### config.mk
export PLATFORM = sky130hd
export DESIGN_NAME = cv32e40x_xif_aes_queue
export DESIGN_NICKNAME = d
export VERILOG_FILES = /design/src/rtl/cv32e40x_xif_aes_queue_pkg.sv /design/src/rtl/cv32e40x_xif_aes_queue_dp.sv /design/src/rtl/cv32e40x_xif_aes_queue.sv
export SDC_FILE = /design/constraint.sdc
export NUM_CORES = 2
export LEC_CHECK = 0
export BUFFER_PORTS_ARGS = -buffer_cell sky130_fd_sc_hd__buf_2
export CAP_MARGIN = 0
export CORE_MARGIN = 5
export CORE_UTILIZATION = 40
export CTS_CLUSTER_DIAMETER = 150
export CTS_CLUSTER_SIZE = 30
export DETAILED_ROUTE_END_ITERATION = 10
export GPL_ROUTABILITY_DRIVEN = 0
export PLACE_DENSITY = 0.55
export SYNTH_ARGS = -nofsm -noshare
export SYNTH_HDL_FRONTEND = slang
export SYNTH_HIERARCHICAL = 1
export SYNTH_SLANG_ARGS = --single-unit
### constraint.sdc
create_clock -name clk -period 51.3 [get_ports clk]
set_clock_uncertainty 0.15 [all_clocks]
set_input_delay 10.26 -clock clk [delete_from_list [all_inputs] [get_ports clk]]
set_output_delay 10.26 -clock clk [all_outputs]
set_load 0.05 [all_outputs]
### src/rtl/cv32e40x_xif_aes_queue_pkg.sv
// Shared AES32 XIF definitions: opcode/funct5 constants, operation and entry-state enums, GF(2^8) helpers.
package cv32e40x_pkg;

    localparam logic [6:0] AES32     = 7'b0110011;
    localparam logic [4:0] AES32ESI  = 5'b10001;
    localparam logic [4:0] AES32ESMI = 5'b10011;
    localparam logic [4:0] AES32DSI  = 5'b10101;
    localparam logic [4:0] AES32DSMI = 5'b10111;

    typedef enum logic [1:0] {
        AES_ESI  = 2'd0,
        AES_ESMI = 2'd1,
        AES_DSI  = 2'd2,
        AES_DSMI = 2'd3
    } aes_op_e;

    typedef enum logic [1:0] {
        Q_FREE      = 2'd0,
        Q_ISSUED    = 2'd1,
        Q_COMMITTED = 2'd2,
        Q_KILLED    = 2'd3
    } aes_q_state_e;

    function automatic logic [7:0] gf_xtime(input logic [7:0] a);
        return {a[6:0], 1'b0} ^ (a[7] ? 8'h1B : 8'h00);
    endfunction

    function automatic logic [7:0] gf_mul(input logic [7:0] a, input logic [7:0] b);
        logic [7:0] p;
        logic [7:0] x;
        p = 8'h00;
        x = a;
        for (int i = 0; i < 8; i++) begin
            if (b[i]) p = p ^ x;
            x = gf_xtime(x);
        end
        return p;
    endfunction

endpackage

### src/rtl/cv32e40x_xif_aes_queue_dp.sv
// Combinational AES32 datapath: byte select, S-box, optional MixColumn column, rotate, xor into rs1.
// The inverse S-box and inverse MixColumn exist only when CV32E40X_XIF_AES_DEC_EN is defined.
module cv32e40x_aes32_dp
    import cv32e40x_pkg::*;
(
    input  logic [31:0] i_rs1,
    input  logic [31:0] i_rs2,
    input  logic [1:0]  i_bs,
    input  aes_op_e     i_op,
    output logic [31:0] o_rd
);

    // Multiplicative inverse as a^254 (square-and-multiply), which also maps 0 to 0.
    function automatic logic [7:0] gf_inv(input logic [7:0] a);
        logic [7:0] r;
        r = a;
        for (int i = 0; i < 6; i++) begin
            r = gf_mul(gf_mul(r, r), a);
        end
        return gf_mul(r, r);
    endfunction

    function automatic logic [7:0] sbox_fwd(input logic [7:0] a);
        logic [7:0] v;
        v = gf_inv(a);
        return v ^ {v[6:0], v[7]} ^ {v[5:0], v[7:6]} ^ {v[4:0], v[7:5]} ^ {v[3:0], v[7:4]} ^ 8'h63;
    endfunction

`ifdef CV32E40X_XIF_AES_DEC_EN
    function automatic logic [7:0] sbox_inv(input logic [7:0] s);
        return gf_inv({s[6:0], s[7]} ^ {s[4:0], s[7:5]} ^ {s[1:0], s[7:2]} ^ 8'h05);
    endfunction

    logic [7:0] w_si;
`endif

    logic [7:0]  w_x;
    logic [7:0]  w_sf;
    logic [31:0] w_t;
    logic [31:0] w_rot;

    always_comb begin
        case (i_bs)
            2'd0:    w_x = i_rs2[7:0];
            2'd1:    w_x = i_rs2[15:8];
            2'd2:    w_x = i_rs2[23:16];
            default: w_x = i_rs2[31:24];
        endcase
    end

    assign w_sf = sbox_fwd(w_x);
`ifdef CV32E40X_XIF_AES_DEC_EN
    assign w_si = sbox_inv(w_x);
`endif

    always_comb begin
        w_t = 32'h0;
        case (i_op)
            AES_ESI:  w_t = {24'h0, w_sf};
            AES_ESMI: w_t = {gf_mul(8'h03, w_sf), w_sf, w_sf, gf_xtime(w_sf)};
`ifdef CV32E40X_XIF_AES_DEC_EN
            AES_DSI:  w_t = {24'h0, w_si};
            AES_DSMI: w_t = {gf_mul(8'h0B, w_si), gf_mul(8'h0D, w_si),
                             gf_mul(8'h09, w_si), gf_mul(8'h0E, w_si)};
`endif
            default:  w_t = 32'h0;
        endcase
    end

    always_comb begin
        case (i_bs)
            2'd0:    w_rot = w_t;
            2'd1:    w_rot = {w_t[23:0], w_t[31:24]};
            2'd2:    w_rot = {w_t[15:0], w_t[31:16]};
            default: w_rot = {w_t[7:0], w_t[31:8]};
        endcase
    end

    assign o_rd = i_rs1 ^ w_rot;

endmodule

### src/rtl/cv32e40x_xif_aes_queue.sv
// Multi-outstanding AES32 XIF coprocessor: in-order entry buffer with commit/kill tracking and a registered result.
// aes32dsi/aes32dsmi are decoded as AES only when CV32E40X_XIF_AES_DEC_EN is defined.
module cv32e40x_xif_aes_queue
    import cv32e40x_pkg::*;
#(
    parameter int X_ID_WIDTH  = 4,
    parameter int X_RFR_WIDTH = 32,
    parameter int DEPTH       = 4
) (
    input  logic                        clk,
    input  logic                        rst,
    input  logic                        issue_valid,
    output logic                        issue_ready,
    input  logic [31:0]                 issue_instr,
    input  logic [X_ID_WIDTH-1:0]       issue_id,
    input  logic [1:0][X_RFR_WIDTH-1:0] issue_rs,
    input  logic [1:0]                  issue_rs_valid,
    output logic                        issue_accept,
    output logic                        issue_writeback,
    input  logic                        commit_valid,
    input  logic [X_ID_WIDTH-1:0]       commit_id,
    input  logic                        commit_kill,
    output logic                        result_valid,
    input  logic                        result_ready,
    output logic [X_ID_WIDTH-1:0]       result_id,
    output logic [31:0]                 result_data,
    output logic [4:0]                  result_rd,
    output logic                        result_we
);

    localparam int PW = $clog2(DEPTH);

    logic [PW:0]           r_head;
    logic [PW:0]           r_tail;
    aes_q_state_e          r_state [DEPTH];
    logic [X_ID_WIDTH-1:0] r_id    [DEPTH];
    aes_op_e               r_op    [DEPTH];
    logic [1:0]            r_bs    [DEPTH];
    logic [4:0]            r_rd    [DEPTH];
    logic [31:0]           r_rs1   [DEPTH];
    logic [31:0]           r_rs2   [DEPTH];

    logic                  r_res_valid;
    logic [X_ID_WIDTH-1:0] r_res_id;
    logic [31:0]           r_res_data;
    logic [4:0]            r_res_rd;

    logic                  w_f5_ok;
    logic                  w_is_aes;
    aes_op_e               w_op;
    logic                  w_full;
    logic [PW-1:0]         w_tidx;
    logic [PW-1:0]         w_hidx;
    logic                  w_res_free;
    logic                  w_pop_kill;
    logic                  w_pop_exec;
    logic [31:0]           w_dp_rd;
    logic                  w_unused_instr;

    always_comb begin
        w_f5_ok = 1'b0;
        w_op    = AES_ESI;
        case (issue_instr[29:25])
            AES32ESI:  begin w_f5_ok = 1'b1; w_op = AES_ESI;  end
            AES32ESMI: begin w_f5_ok = 1'b1; w_op = AES_ESMI; end
`ifdef CV32E40X_XIF_AES_DEC_EN
            AES32DSI:  begin w_f5_ok = 1'b1; w_op = AES_DSI;  end
            AES32DSMI: begin w_f5_ok = 1'b1; w_op = AES_DSMI; end
`endif
            default:   ;
        endcase
    end

    assign w_is_aes       = w_f5_ok && (issue_instr[6:0] == AES32) && (issue_instr[14:12] == 3'b000);
    assign w_unused_instr = ^issue_instr[24:15];

    assign w_tidx = r_tail[PW-1:0];
    assign w_hidx = r_head[PW-1:0];
    assign w_full = (r_head[PW] != r_tail[PW]) && (w_hidx == w_tidx);

    // Every handshake transfers on a cycle with valid & ready high; ready here is derived only
    // from registered pointers and the presented instruction, never from a same-cycle pop.
    assign issue_ready     = !w_full && !(issue_valid && w_is_aes && (issue_rs_valid != 2'b11));
    assign issue_accept    = issue_valid && issue_ready && w_is_aes;
    assign issue_writeback = issue_accept;

    assign w_res_free = !r_res_valid || result_ready;
    assign w_pop_kill = (r_state[w_hidx] == Q_KILLED);
    assign w_pop_exec = (r_state[w_hidx] == Q_COMMITTED) && w_res_free;

    cv32e40x_aes32_dp u_dp (
        .i_rs1 (r_rs1[w_hidx]),
        .i_rs2 (r_rs2[w_hidx]),
        .i_bs  (r_bs[w_hidx]),
        .i_op  (r_op[w_hidx]),
        .o_rd  (w_dp_rd)
    );

    always_ff @(posedge clk or posedge rst) begin
        if (rst) begin
            r_head      <= '0;
            r_tail      <= '0;
            r_res_valid <= 1'b0;
            r_res_id    <= '0;
            r_res_data  <= '0;
            r_res_rd    <= '0;
            for (int i = 0; i < DEPTH; i++) begin
                r_state[i] <= Q_FREE;
                r_id[i]    <= '0;
                r_op[i]    <= AES_ESI;
                r_bs[i]    <= '0;
                r_rd[i]    <= '0;
                r_rs1[i]   <= '0;
                r_rs2[i]   <= '0;
            end
        end else begin
            if (commit_valid) begin
                for (int i = 0; i < DEPTH; i++) begin
                    if (r_state[i] == Q_ISSUED && r_id[i] == commit_id) begin
                        r_state[i] <= commit_kill ? Q_KILLED : Q_COMMITTED;
                    end
                end
            end
            if (issue_accept) begin
                // A commit naming the ID being allocated this cycle lands on the new entry.
                if (commit_valid && commit_id == issue_id) begin
                    r_state[w_tidx] <= commit_kill ? Q_KILLED : Q_COMMITTED;
                end else begin
                    r_state[w_tidx] <= Q_ISSUED;
                end
                r_id[w_tidx]  <= issue_id;
                r_op[w_tidx]  <= w_op;
                r_bs[w_tidx]  <= issue_instr[31:30];
                r_rd[w_tidx]  <= issue_instr[11:7];
                r_rs1[w_tidx] <= issue_rs[0];
                r_rs2[w_tidx] <= issue_rs[1];
                r_tail        <= r_tail + 1'b1;
            end
            if (w_pop_kill || w_pop_exec) begin
                r_state[w_hidx] <= Q_FREE;
                r_head          <= r_head + 1'b1;
            end
            if (w_pop_exec) begin
                r_res_valid <= 1'b1;
                r_res_id    <= r_id[w_hidx];
                r_res_data  <= w_dp_rd;
                r_res_rd    <= r_rd[w_hidx];
            end else if (result_ready) begin
                r_res_valid <= 1'b0;
            end
        end
    end

    assign result_valid = r_res_valid;
    assign result_id    = r_res_id;
    assign result_data  = r_res_data;
    assign result_rd    = r_res_rd;
    assign result_we    = r_res_valid;

endmodule

==> impl_metrics.yaml <==
run_status:
  status: "complete, no violations"
clocking:
  post_cts_buffers: 0
  cts_resized: 0
  tritoncts: "done"
  hold_buffers: 0
  clkTransAtPathRegs_ns: 0.12
  h-tree-depth: 1
  root_buffer: "clkbuf_16"
  numCtsBuffers: 15
  clk_latency_ns: 0.53
  cts_sinks: 360
  clock_path_buffers: 3
synth:
  syn_inst: 3625
  yosys.area_share.simple: 0.2104
  async_reset_ff_frac: 1.000
  synth_xor_area_frac: 0.2664
  ys_seq_elements: 360
  yosys_warnings: 6
  synth_edf_count: 0
  synth_top_family_by_area: "XOR/XNOR gates"
  muxShareOfSynthArea: 0.1093
  synth_compound_area_frac: 0.09070
  synth.distinct_cells: 109
  seq_area_frac_synth: 0.2759
  synth_top_flop_cell: "dfrtp_1"
  syn_nets: 3752
  syn-cell-area_um2: 32650
  syn_area_per_cell_um2: 9.008
  synth_fa_ha_area_frac: 0.005748
route:
  firstDrtPassIters: 5
  route.detailed.drc: 0
  wire_per_inst_um: 19.96
  final_antenna_net_count: 0
  vias: 25020
  via_per_inst: 5.358
  wirelength_um: 93210
  first_iter_violations: 1726
final_layout:
  final_area_um2: 34350
  syn_to_final_growth_pct: 5.207
  mostFrequentLayoutCells: "nand2_1, dfrtp_1, xnor2_1, nor2_1, buf_2"
  nets: 3729
  drive_gt1_frac: 0.1374
  layout_commonest_cell: "nand2_1"
  nFillCells: 8143
floorplanning:
  core-area_um2: 80680
  ios: 158
  rows: 104
  die_h_um: 295.7
  chipWidth_um: 295.7
  start_util: 0.4047
  fp.dieArea_um2: 87440
power_and_ir_drop:
  vdd_ir_drop_max_v: 0.00002312
  power_density_nw_per_um2: 13.19
  p_leak_uw: 0.01603
placed_design:
  port_buffers: 147
  post_dp_cell_area_um2: 33950
  hpwl_um: 61510
setup_path:
  rr_worst_depth: 86
  worst-endpoint-arrival_ns: 29.46
  r2r-start: "r_head[1]"
  critPathLaunch: "r_head[1]"
  crit_cells: 86
  critPathMostFrequentCell: "xnor3_1"
  crit_path_end: "result_data[19]"
  r2r_end: "result_data[19]"
  crit_family: "XOR/XNOR gates"
  cp-end-kind: "register"
  slowest_stage: "dfrtp_4"
  cp_data_required_time_ns: 51.58
  path_class: "register to register"
  crit_path_max_fanout: 50
  r2r_slack_ns: 22.12
  crit_path_max_incr_delay_ns: 0.98
  cp-start-kind: "register"
  critPathBufInv: 11
timing:
  worst_pin_slew_ns: 0.9887
  fin_crit_ns: 29.18
  max_freq_mhz: 34.27
  timing.final.crit_share: 0.5689
  slew_violations: 0
  final-hold-violation-count: 0
  timing.slew.headroom: 0.3362
  rsz0062_at_grt: "false"
  finalSetupTns_ns: 0
  setup_viol: 0
grt:
  grt_max_degree: 119
  grt_pass1_vias: 24820
  grt_overflow: 0
  grt_pass1_wl_um: 146900
  grt_antenna_before_repair: 14
  grt.total_usage: 0.2098
worst_hold_path:
  holdCritPathClass: "register to register"
  min-delay-start: "r_rs2[40]"
job:
  cap_viol_max_count: 0
layout make-up:
type	count	area, um2	area share
Multi-Input combinational cell	2992	22330	0.6500
Sequential cell	360	9016	0.2625
Inverter	29	116.4	0.003387
Tap cell	1060	1326	0.03861
Timing Repair Buffer	204	1164	0.03387
Clock buffer	17	382.9	0.01115
Antenna cell	7	17.52	0.0005099
how the worst min path moves through the flow:
stage | cells after the start | to
floorplan | 2 | r_bs[3]
global placement | 2 | r_rd[5]
detailed placement | 2 | r_rs1[42]
CTS | 2 | r_rs1[42]
global route | 2 | r_rs1[88]
finish | 2 | r_rs2[40]
synth_stat cells, drive strengths merged (14+ instances only):
cell type     n  area (um2)
a211oi       22       205.2
a21oi        99       514.3
a22oi        15       117.6
a31oi        21       146.4
and3         14       92.59
buf         136       839.6
clkbuf      108       405.4
dfrtp       360        9009
ha           15       187.7
inv          29       108.9
mux2         65       882.1
mux2i        79       794.5
mux4         84        1892
nand2      1132        4249
nand2b       28       182.7
nand3        44       220.2
nor2        273        1067
nor3         65       345.3
o211ai       18       135.1
o21ai        80       407.9
o22ai        22       137.6
or2          14       87.58
xnor2       376        3725
xnor3       136        3074
xor2        144        1445
xor3         19       455.4
report_power, final:
part	leakage (uW)	switching, uW	internal, uW
clock network	0.000187	91.5	54.2
registers	0.00499	0.918	284
logic	0.0109	15.7	6.65
sequential cells by signal (all words and copies together) (netlist names):
name and count:
r_rd 20, r_state 8, r_id 16, result_data 32
r_tail 3, result_rd 5, r_op 4, result_valid 1
result_id 4, r_rs1 128, r_bs 8, r_rs2 128
r_head 3
per-layer routing:
metal	vias up	routed length, um	global-route usage	share of wire
met5	-	69	0	0.00074
met1	12230	42990	0.2946	0.46
met4	10	1570	0.04060	0.017
met2	538	44260	0.3560	0.47
li1	12140	-	-	-
met3	91	4321	0.02299	0.046
through the flow:
step | cells | total power, uW | hold slack (ns) | utilization | setup WS (ns)
final | 4669 | 453.2 | 0.3210 | 0.4258 | 22.12
after global routing | 4665 | 470.2 | 0.3473 | 0.4257 | 19.89
after CTS | 4662 | 460.1 | 0.3261 | 0.4256 | 22.00
after detailed placement | 4645 | 313.4 | 0.2998 | 0.4208 | 22.15
after global placement | 4645 | 313.4 | 0.2958 | 0.4208 | 22.20
after floorplan | 3625 | 302.3 | 0.2834 | - | 26.42
kinds of logic (layout without fill, tap and decap cells):
group                    count (synthesis)  after routing
adder cells (fa/ha/maj)                 15             15
other                                    1              8
flip-flops                             360            360
multiplexers                           228            228
buffers and inverters                  273            250
AND/OR/NAND/NOR                       1653           1653
AO/OA/AOI/OAI                          420            420
XOR/XNOR                               675            675
worst register-to-register path, delay by kind of cell (launching register included):
family / cells / cell delay (ns)
AOI/OAI and AO/OA: 13 / 2.61
adders and majority gates: 6 / 2.48
buffers and inverters: 11 / 3.46
and+or+nand+nor: 17 / 5.04
muxes: 5 / 1.94
DFF: 1 / 0.98
xor gates and xnor gates: 34 / 12.39
Note: power is estimated with default switching activity, not from simulation.
